## src/rtl/io_timer_pkg.sv

```systemverilog
// io_timer shared definitions: register offsets, CTRL/STATUS bit
// positions, default io-bus base, register width and FSM state type.
package io_timer_pkg;

  localparam int REG_W = 32;

  localparam logic [REG_W-1:0] IO_TIMER_BASE_DEFAULT = 32'hFFFF_FC20;

  localparam logic [2:0] OFF_CTRL     = 3'd0;
  localparam logic [2:0] OFF_LOAD     = 3'd1;
  localparam logic [2:0] OFF_COUNT    = 3'd2;
  localparam logic [2:0] OFF_STATUS   = 3'd3;
  localparam logic [2:0] OFF_PRESCALE = 3'd4;

  localparam int CTRL_EN     = 0;
  localparam int CTRL_RELOAD = 1;
  localparam int CTRL_IRQ_EN = 2;
  localparam int STATUS_EXP  = 0;

  typedef enum logic [1:0] {
    ST_IDLE = 2'd0,
    ST_RUN  = 2'd1,
    ST_DONE = 2'd2
  } tmr_state_e;

endpackage

```

## src/rtl/io_timer_prescaler.sv

```systemverilog
// io_timer prescaler: free-running divider while run=1, tick for one
// cycle when cnt == div. Ports: clk, rst (sync, low), run, div, clr, tick.
module io_timer_prescaler (
  input  logic        clk,
  input  logic        rst,
  input  logic        run,
  input  logic [15:0] div,
  input  logic        clr,
  output logic        tick
);

  logic [15:0] cnt_q;
  logic [15:0] cnt_d;

  assign tick = run & (cnt_q == div);

  always_comb begin
    cnt_d = cnt_q;
    if (clr) begin
      cnt_d = '0;
    end else if (run) begin
      cnt_d = tick ? 16'd0 : cnt_q + 16'd1;
    end
  end

  always_ff @(posedge clk) begin
    if (!rst) begin
      cnt_q <= '0;
    end else begin
      cnt_q <= cnt_d;
    end
  end

endmodule

```

## src/rtl/io_timer.sv

```systemverilog
// io_timer: io-bus mapped down-counter with reload, W1C expiry flag, irq.
// Ports: clk, rst (sync, low), addr/ce/iow/wdata/rdata bus, irq. Macro IO_TIMER_PRESCALE_EN.
module io_timer
  import io_timer_pkg::*;
#(
  parameter logic [31:0] BASE_ADDR = IO_TIMER_BASE_DEFAULT
) (
  input  logic             clk,
  input  logic             rst,
  input  logic [31:0]      addr,
  input  logic             ce,
  input  logic             iow,
  input  logic [REG_W-1:0] wdata,
  output logic [REG_W-1:0] rdata,
  output logic             irq
);

  tmr_state_e       state_q, state_d;
  logic             reload_q, reload_d;
  logic             irq_en_q, irq_en_d;
  logic [REG_W-1:0] load_q, load_d;
  logic [REG_W-1:0] count_q, count_d;
  logic             exp_q, exp_d;

  logic       hit, rd_hit, wr_hit;
  logic [2:0] sel;
  logic       sel_ctrl, sel_load, sel_count, sel_status, sel_psc;
  logic       wr_ctrl, wr_load, wr_status, wr_psc;
  logic       run, tick, expire;
  logic       unused_addr;

  assign unused_addr = ^addr[1:0];

  assign hit    = ce & (addr[31:5] == BASE_ADDR[31:5]);
  assign rd_hit = hit & ~iow;
  assign wr_hit = hit & iow;
  assign sel    = addr[4:2];

  assign sel_ctrl   = (sel == OFF_CTRL);
  assign sel_load   = (sel == OFF_LOAD);
  assign sel_count  = (sel == OFF_COUNT);
  assign sel_status = (sel == OFF_STATUS);
  assign sel_psc    = (sel == OFF_PRESCALE);

  assign wr_ctrl   = wr_hit & sel_ctrl;
  assign wr_load   = wr_hit & sel_load;
  assign wr_status = wr_hit & sel_status;
  assign wr_psc    = wr_hit & sel_psc;

  assign run    = (state_q == ST_RUN);
  assign expire = tick & (count_q == '0);

`ifdef IO_TIMER_PRESCALE_EN
  logic [15:0] prescale_q, prescale_d;
  logic        psc_clr;

  // Restart the divider whenever the timer (re)enters RUN or the ratio changes.
  assign psc_clr = wr_psc
                 | (wr_ctrl & wdata[CTRL_EN] & ~run);

  always_comb begin
    prescale_d = prescale_q;
    if (wr_psc) begin
      prescale_d = wdata[15:0];
    end
  end

  always_ff @(posedge clk) begin
    if (!rst) begin
      prescale_q <= '0;
    end else begin
      prescale_q <= prescale_d;
    end
  end

  io_timer_prescaler u_psc (
    .clk  (clk),
    .rst  (rst),
    .run  (run),
    .div  (prescale_q),
    .clr  (psc_clr),
    .tick (tick)
  );
`else
  logic unused_psc;
  assign unused_psc = wr_psc;
  assign tick       = run;
`endif

  // Tick effects first; software writes then override state and count,
  // while a hardware expiry always wins over a W1C clear of EXP.
  always_comb begin
    state_d  = state_q;
    reload_d = reload_q;
    irq_en_d = irq_en_q;
    load_d   = load_q;
    count_d  = count_q;
    exp_d    = exp_q;

    if (tick) begin
      if (count_q != '0) begin
        count_d = count_q - 32'd1;
      end else if (reload_q) begin
        count_d = load_q;
      end else begin
        state_d = ST_DONE;
      end
    end

    if (wr_status & wdata[STATUS_EXP]) begin
      exp_d = 1'b0;
    end
    if (expire) begin
      exp_d = 1'b1;
    end

    if (wr_ctrl) begin
      reload_d = wdata[CTRL_RELOAD];
      irq_en_d = wdata[CTRL_IRQ_EN];
      state_d  = wdata[CTRL_EN] ? ST_RUN : ST_IDLE;
    end

    if (wr_load) begin
      load_d  = wdata;
      count_d = wdata;
    end
  end

  always_ff @(posedge clk) begin
    if (!rst) begin
      state_q  <= ST_IDLE;
      reload_q <= 1'b0;
      irq_en_q <= 1'b0;
      load_q   <= '0;
      count_q  <= '0;
      exp_q    <= 1'b0;
    end else begin
      state_q  <= state_d;
      reload_q <= reload_d;
      irq_en_q <= irq_en_d;
      load_q   <= load_d;
      count_q  <= count_d;
      exp_q    <= exp_d;
    end
  end

  assign irq = exp_q & irq_en_q;

  always_comb begin
    rdata = '0;
    if (rd_hit) begin
      unique case (1'b1)
        sel_ctrl: begin
          rdata[CTRL_EN]     = run;
          rdata[CTRL_RELOAD] = reload_q;
          rdata[CTRL_IRQ_EN] = irq_en_q;
        end
        sel_load:   rdata = load_q;
        sel_count:  rdata = count_q;
        sel_status: rdata[STATUS_EXP] = exp_q;
`ifdef IO_TIMER_PRESCALE_EN
        sel_psc:    rdata = {16'b0, prescale_q};
`endif
        default:    rdata = '0;
      endcase
    end
  end

endmodule

```

## config.mk

```make
export PLATFORM = sky130hd
export DESIGN_NAME = io_timer
export DESIGN_NICKNAME = d
export VERILOG_FILES = /design/src/rtl/io_timer_pkg.sv /design/src/rtl/io_timer_prescaler.sv /design/src/rtl/io_timer.sv
export SDC_FILE = /design/constraint.sdc
export NUM_CORES = 1
export LEC_CHECK = 0
export ABC_CLOCK_PERIOD_IN_PS = 2600
export BUFFER_PORTS_ARGS = -buffer_cell sky130_fd_sc_hd__buf_4
export CAP_MARGIN = 40
export CELL_PAD_IN_SITES_DETAIL_PLACEMENT = 0
export CELL_PAD_IN_SITES_GLOBAL_PLACEMENT = 1
export CORE_MARGIN = 4
export CORE_UTILIZATION = 35
export DETAILED_ROUTE_END_ITERATION = 10
export GPL_TIMING_DRIVEN = 0
export MAX_ROUTING_LAYER = met4
export PLACE_DENSITY = 0.85
export SLEW_MARGIN = 10
export SYNTH_ARGS = -nofsm -noshare
export SYNTH_HDL_FRONTEND = slang
export SYNTH_SLANG_ARGS = --single-unit
export TNS_END_PERCENT = 100
```

## constraint.sdc

```tcl
create_clock -name clk -period 2.6 [get_ports clk]
set_clock_uncertainty 0.05 [all_clocks]
set_input_delay 0.39 -clock clk [delete_from_list [all_inputs] [get_ports clk]]
set_output_delay 0.39 -clock clk [all_outputs]
set_load 0.01 [all_outputs]
```

== After elaboration in Yosys (flattened, before gate mapping) ==
Cells that the tools add are included.
Operators by class
  add/subtract/negate cells: 1
  eq/ne operators: 7
  muxes and demuxes: 15
  bitwise operators: 10
  reductions and logical operators: 9
Operator list (count)
  $mux 32: 5
  $pmux 29 s2: 1
  $logic_not 32->1: 1
  $reduce_bool 32->1: 1
  $sub 32x1->32 const B: 1
  $eq 27x27->1 const B: 1
  $and 1x1->1: 9
  $mux 2: 4
  $eq 3x2->1 const B: 2
  $pmux 2 s3: 1
  $reduce_bool 2->1: 3
  $pmux 1 s4: 1
  $eq 3x1->1 const B: 1
  $logic_not 3->1: 1
  $mux 1: 3
  $reduce_and 3->1: 1
  $reduce_bool 3->1: 1
  $eq 2x1->1 const B: 1
  $ne 2x1->1 const B: 1
  $ne 2x2->1 const B: 1
  $reduce_and 2->1: 1
  $not 1->1: 1
Storage, ports and cells
  register bits after elaboration: 69
  input bits: 68

== Depth between registers and ports, before layout ==
  depth in word-level cells: 7
  mapped depth: 9
  depth with buffers taken out: 8

== Least setup slack after synthesis ==
Ideal clock, no wire load.
  kind: input to output
  start point: in addr[8]
  end point: out rdata[1]
  arrival: 2462 ps
  slack: -302 ps
  cell stages on the path: 5
  path through: or4b_4 > or4_4 > or3_1 > clkbuf_1 > a2111oi_1
On the way
  word-level cells in the longest chain between the ends: 4
RTL lines
  start, declared: line io_timer.sv:10  | input logic [31:0] addr,
  $eq 27x27->1: line io_timer.sv:34  | assign hit = ce & (addr[31:5] == BASE_ADDR[31:5]);
  $and 1x1->1: line io_timer.sv:34
  $and 1x1->1: line io_timer.sv:35  | assign rd_hit = hit & ~iow;
  $mux 32: line io_timer.sv:151  | if (rd_hit) begin
  end, declared: line io_timer.sv:14  | output logic [REG_W-1:0] rdata,
Every way passes these cells.

== Final worst setup path ==
  start point: in addr[8]
  end point: out rdata[28]
The elaborated chain is that of the path after synthesis.

==> impl_metrics.csv <==
group,metric,value,unit
outcome,run_status,"complete, but fails checks",
outcome,violations,"setup timing",
placement,detailed_place_hpwl,13100,um
job,drv.max_cap_violation_count,0,
drt,ant_nets,0,
setup_path,cp_slowest_stage_delay,0.55,ns
logic_synthesis,synth.lib_cells_used.distinct,61,
setup_path,r2r-end,"count_q[8]",
pwr,power.switching,0.640,mW
setup_path,depth_of_the_critical_timing_path_with_buffers_and_inverters_included,7,
drt,drt_pass1_iterations,5,
final_layout,areaGrowthSynthToFinish,43.8,%
pwr,static-leakage-power,2.33,nW
setup_path,cp_slowest_cell,"or3_4",
global_route,grt_antenna_before_repair,0,
setup_path,worst-setup-path-type,"in2out",
setup_path,required,2.16,ns
setup_path,timing.critical_path.mode_cell,"buf_6",
logic_synthesis,postSynthCellCount,603,
placement,gp_congestion,0.949,
timing,grt_setup_unrepaired,"yes",
die,die_width,121,um
final_layout,drive_above_1_share,28.9,%
timing,timing_hold_violations_final,0,
logic_synthesis,syn-num-nets,673,
pwr,pwr-share-comb,10.4,%
setup_path,crit_path_start_kind,"input pin",
timing,final_min_period_over_clock_period,110,%
clock_network,tritoncts_clock_tree,"yes",
logic_synthesis,ys.flop_type,"dfxtp_1",
placement,place_ws,-0.530,ns
global_route,grt_pass1_wl,29100,um
global_route,largest_net_degree_at_the_start_of_global_routing,12,
logic_synthesis,number_of_synthesized_flops_with_an_enable_pin,0,
timing,final-max-slew-violation-count,0,
final_layout,fillCellCount,1214,
logic_synthesis,post_synth.cell_area_avg,7.38,sq um
drt,post-route-drc-count,0,
setup_path,timing.critical_path.cells,"buf_6 > or4b_4 > or4_4 > or3_4 > clkbuf_16 > nor2_4 > buf_6",
timing,max_clock_freq,351,MHz
final_layout,nNetsFinal,791,
worst_hold_path,hold_sp,"wdata[11]",
clock_network,ctsHtreeMaxLevel,3,
timing,setup_viol,32,
clock_network,clk_path_buf_depth,2,
timing,final.min_clock_period,2.85,ns
setup_path,crit_end,"rdata[28]",
setup_path,timing.critical_path.arrival,2.41,ns
drt,via_per_inst,5.98,
die,top_level_ports,101,
clock_network,cts.reportedPaths.clkPinSlew,0.06,ns
worst_hold_path,worst_hold_path_type,"in2reg",
final_layout,antennaDiodeCount,0,
drt,detail_route.iter0.violations,552,
logic_synthesis,yosysSeqAreaShare,31.1,%
setup_path,critical_path.n_buffers_inverters,3,
setup_path,worst-r2r-cell-count,8,
setup_path,critPathMaxFanout,8,
logic_synthesis,yosys_warning_total,0,
timing,hold-worst-slack,0.239,ns
global_route,total_routing_usage_reported_by_global_routing,26.6,%
logic_synthesis,synth.cell_area,0.00445,sq mm
timing,max_slew.worst_pin.slew,0.754,ns
pwr,clkPwrFrac,50.6,%
setup_path,worstSetupStartpoint,"addr[8]",
die,effective_utilization_at_floorplan,36.4,%
clock_network,cts-buffers-inserted,9,
pwr,internal_power,2.08,mW
drt,post_drt_wl_per_cell,21.1,um
clock_network,cts-root-buf,"clkbuf_16",
global_route,grt_overflow_total,0,
global_route,first_global_vias,5151,
placement,port_buffers,95,
setup_path,worstSetupEndpointType,"output pin",
die,floorplan.rows,40,
pwr,power_switching_share,23.5,%
clock_network,clock_sinks,69,
pwr,power.sequential.fraction,39.0,%
pwr,largest_voltage_drop_on_the_vdd_net,0.323,mV
pwr,p_per_area,425,mW/mm^2
clock_network,clk-insertion-delay-late,0.35,ns
die,chipHeight,121,um
setup_path,critical-path-top-delay-family,"simple AND/OR/NAND/NOR gates",
setup_path,reg2reg_setup_slack,0.09,ns
final_layout,postLayoutCellArea,0.00640,sq mm
timing,finalWorstSetupSlack,-0.251,ns
drt,routed-via-count,5348,
logic_synthesis,synth.ff_latch_count,69,
placement,dpl-instance-area,0.00573,sq mm
die,core-area,0.0122,sq mm
die,die-area,0.0146,sq mm
setup_path,timing.rr.start,"count_q[5]",
drt,routed_wl,18800,um
logic_synthesis,asyncSetResetFlopFracSynth,0,%
timing,max_slew_margin,49.7,%
layer usage:
layer / GRT usage (%) / vias to the layer above / wire length (um)
met2: 42.5 / 273 / 8900
met3: 3.74 / 37 / 1560
met4: 8.92 / 0 / 431
met1: 34.7 / 2560 / 7940
li1: - / 2478 / -
met5: - / - / 0
sequential cells by signal, indices dropped and copies added (netlist names):
name      count
exp_q         1
load_q       32
count_q      32
irq_en_q      1
reload_q      1
state_q       2
worst min-delay path, delay by kind of cell:
kind,cells,cell delay [ns]
buf+inv,1,0.09
compound gates,1,0.06
simple gates,1,0.06
stage by stage:
step	power, mW	std cells	TNS [ns]	utilization [%]
floorplan	1.20	603	-0.621	-
global placement	1.34	866	-27.39	46.7
detailed placement	1.34	869	-29.89	46.9
CTS	2.70	893	-9.55	51.8
global route	2.78	894	-8.59	52.4
finish	2.72	894	-7.24	52.4
synthesized netlist by cell type (all sizes together), types with 3 or more instances:
library cell	instances	area [sq um]
a21boi	34	255
a21o	3	22.5
a21oi	31	155
a221o	7	70.1
a221oi	3	26.3
a22oi	29	218
a31oi	7	43.8
a41oi	3	26.3
and2	4	25.0
and3	17	106
and4	4	35.0
buf	14	81.3
clkbuf	37	139
dfxtp	69	1380
inv	9	33.8
mux2i	6	60.1
nand2	89	334
nand2b	3	18.8
nand3	23	115
nand4	15	93.8
nor2	61	229
nor2b	6	37.5
nor3	14	70.1
nor3b	4	30.0
nor4	15	121
o2111a	4	45.0
o211ai	8	60.1
o21ai	32	175
o31ai	5	37.5
o41ai	3	26.3
or3	8	50.1
or4	3	26.3
xor2	3	26.3
area by class of cell:
cell class	instances	area [sq um]	share of cell area [%]
plain buffers	46	300	4.69
inverters	9	33.8	0.528
multi-input cells	474	3190	49.8
repair buffers	112	957	15.0
clock buffers	12	256	4.01
well taps	168	210	3.29
flip-flops and latches	69	1380	21.6
clock inverters	4	70.1	1.10
cells by family after synthesis:
family                     after synthesis  share of synthesized area (%)
buffers and inverters                   60                           5.71
AOI/OAI and AO/OA                      188                           29.9
DFF                                     69                           31.1
muxes                                    6                           1.35
and+or+nand+nor                        274                           30.7
adders and majority gates                2                          0.562
xor gates and xnor gates                 4                          0.788
layout by cell type, fill, tap and decap left out, types with 8 or more instances in the layout:
cell	synthesis	final
and3_1	17	15
nor4_1	12	8
nor3_1	14	12
o21ai_0	29	29
a21oi_1	31	31
buf_6	2	24
nor2_4	0	30
a21boi_0	25	25
nand3_1	23	23
clkbuf_2	0	8
buf_4	0	91
nand4_1	15	15
clkbuf_1	37	21
a21boi_1	9	9
clkbuf_16	0	13
a22oi_1	29	29
dfxtp_1	69	69
nand2_1	89	89
o211ai_1	8	8
inv_1	9	9
nor2_1	61	30
power by group through the flow:
stage               clock, mW  sequential [mW]  combinational [mW]
finish                   1.37             1.06               0.283
global route             1.42             1.06               0.303
CTS                      1.37             1.06               0.272
detailed placement          0             1.08               0.257
global placement            0             1.08               0.254
floorplan                   0             1.08               0.116
how the worst min path moves through the flow:
stage | to | slack (ns) | cells after the start
floorplan | load_q[29] | 0.39 | 2
finish | count_q[11] | 0.24 | 3
CTS | count_q[11] | 0.23 | 3
global route | count_q[11] | 0.25 | 3
detailed placement | load_q[30] | 0.41 | 2
global placement | load_q[29] | 0.40 | 2
what timing repair did:
item,4_1_cts,5_1_grt
setup endpoints to repair,66,92
cloned,3,0
setup buffers,6,5
gates resized for setup,46,30
pin swaps,8,10
hold buffers,0,0
Note: power is estimated with default switching activity, not from simulation.
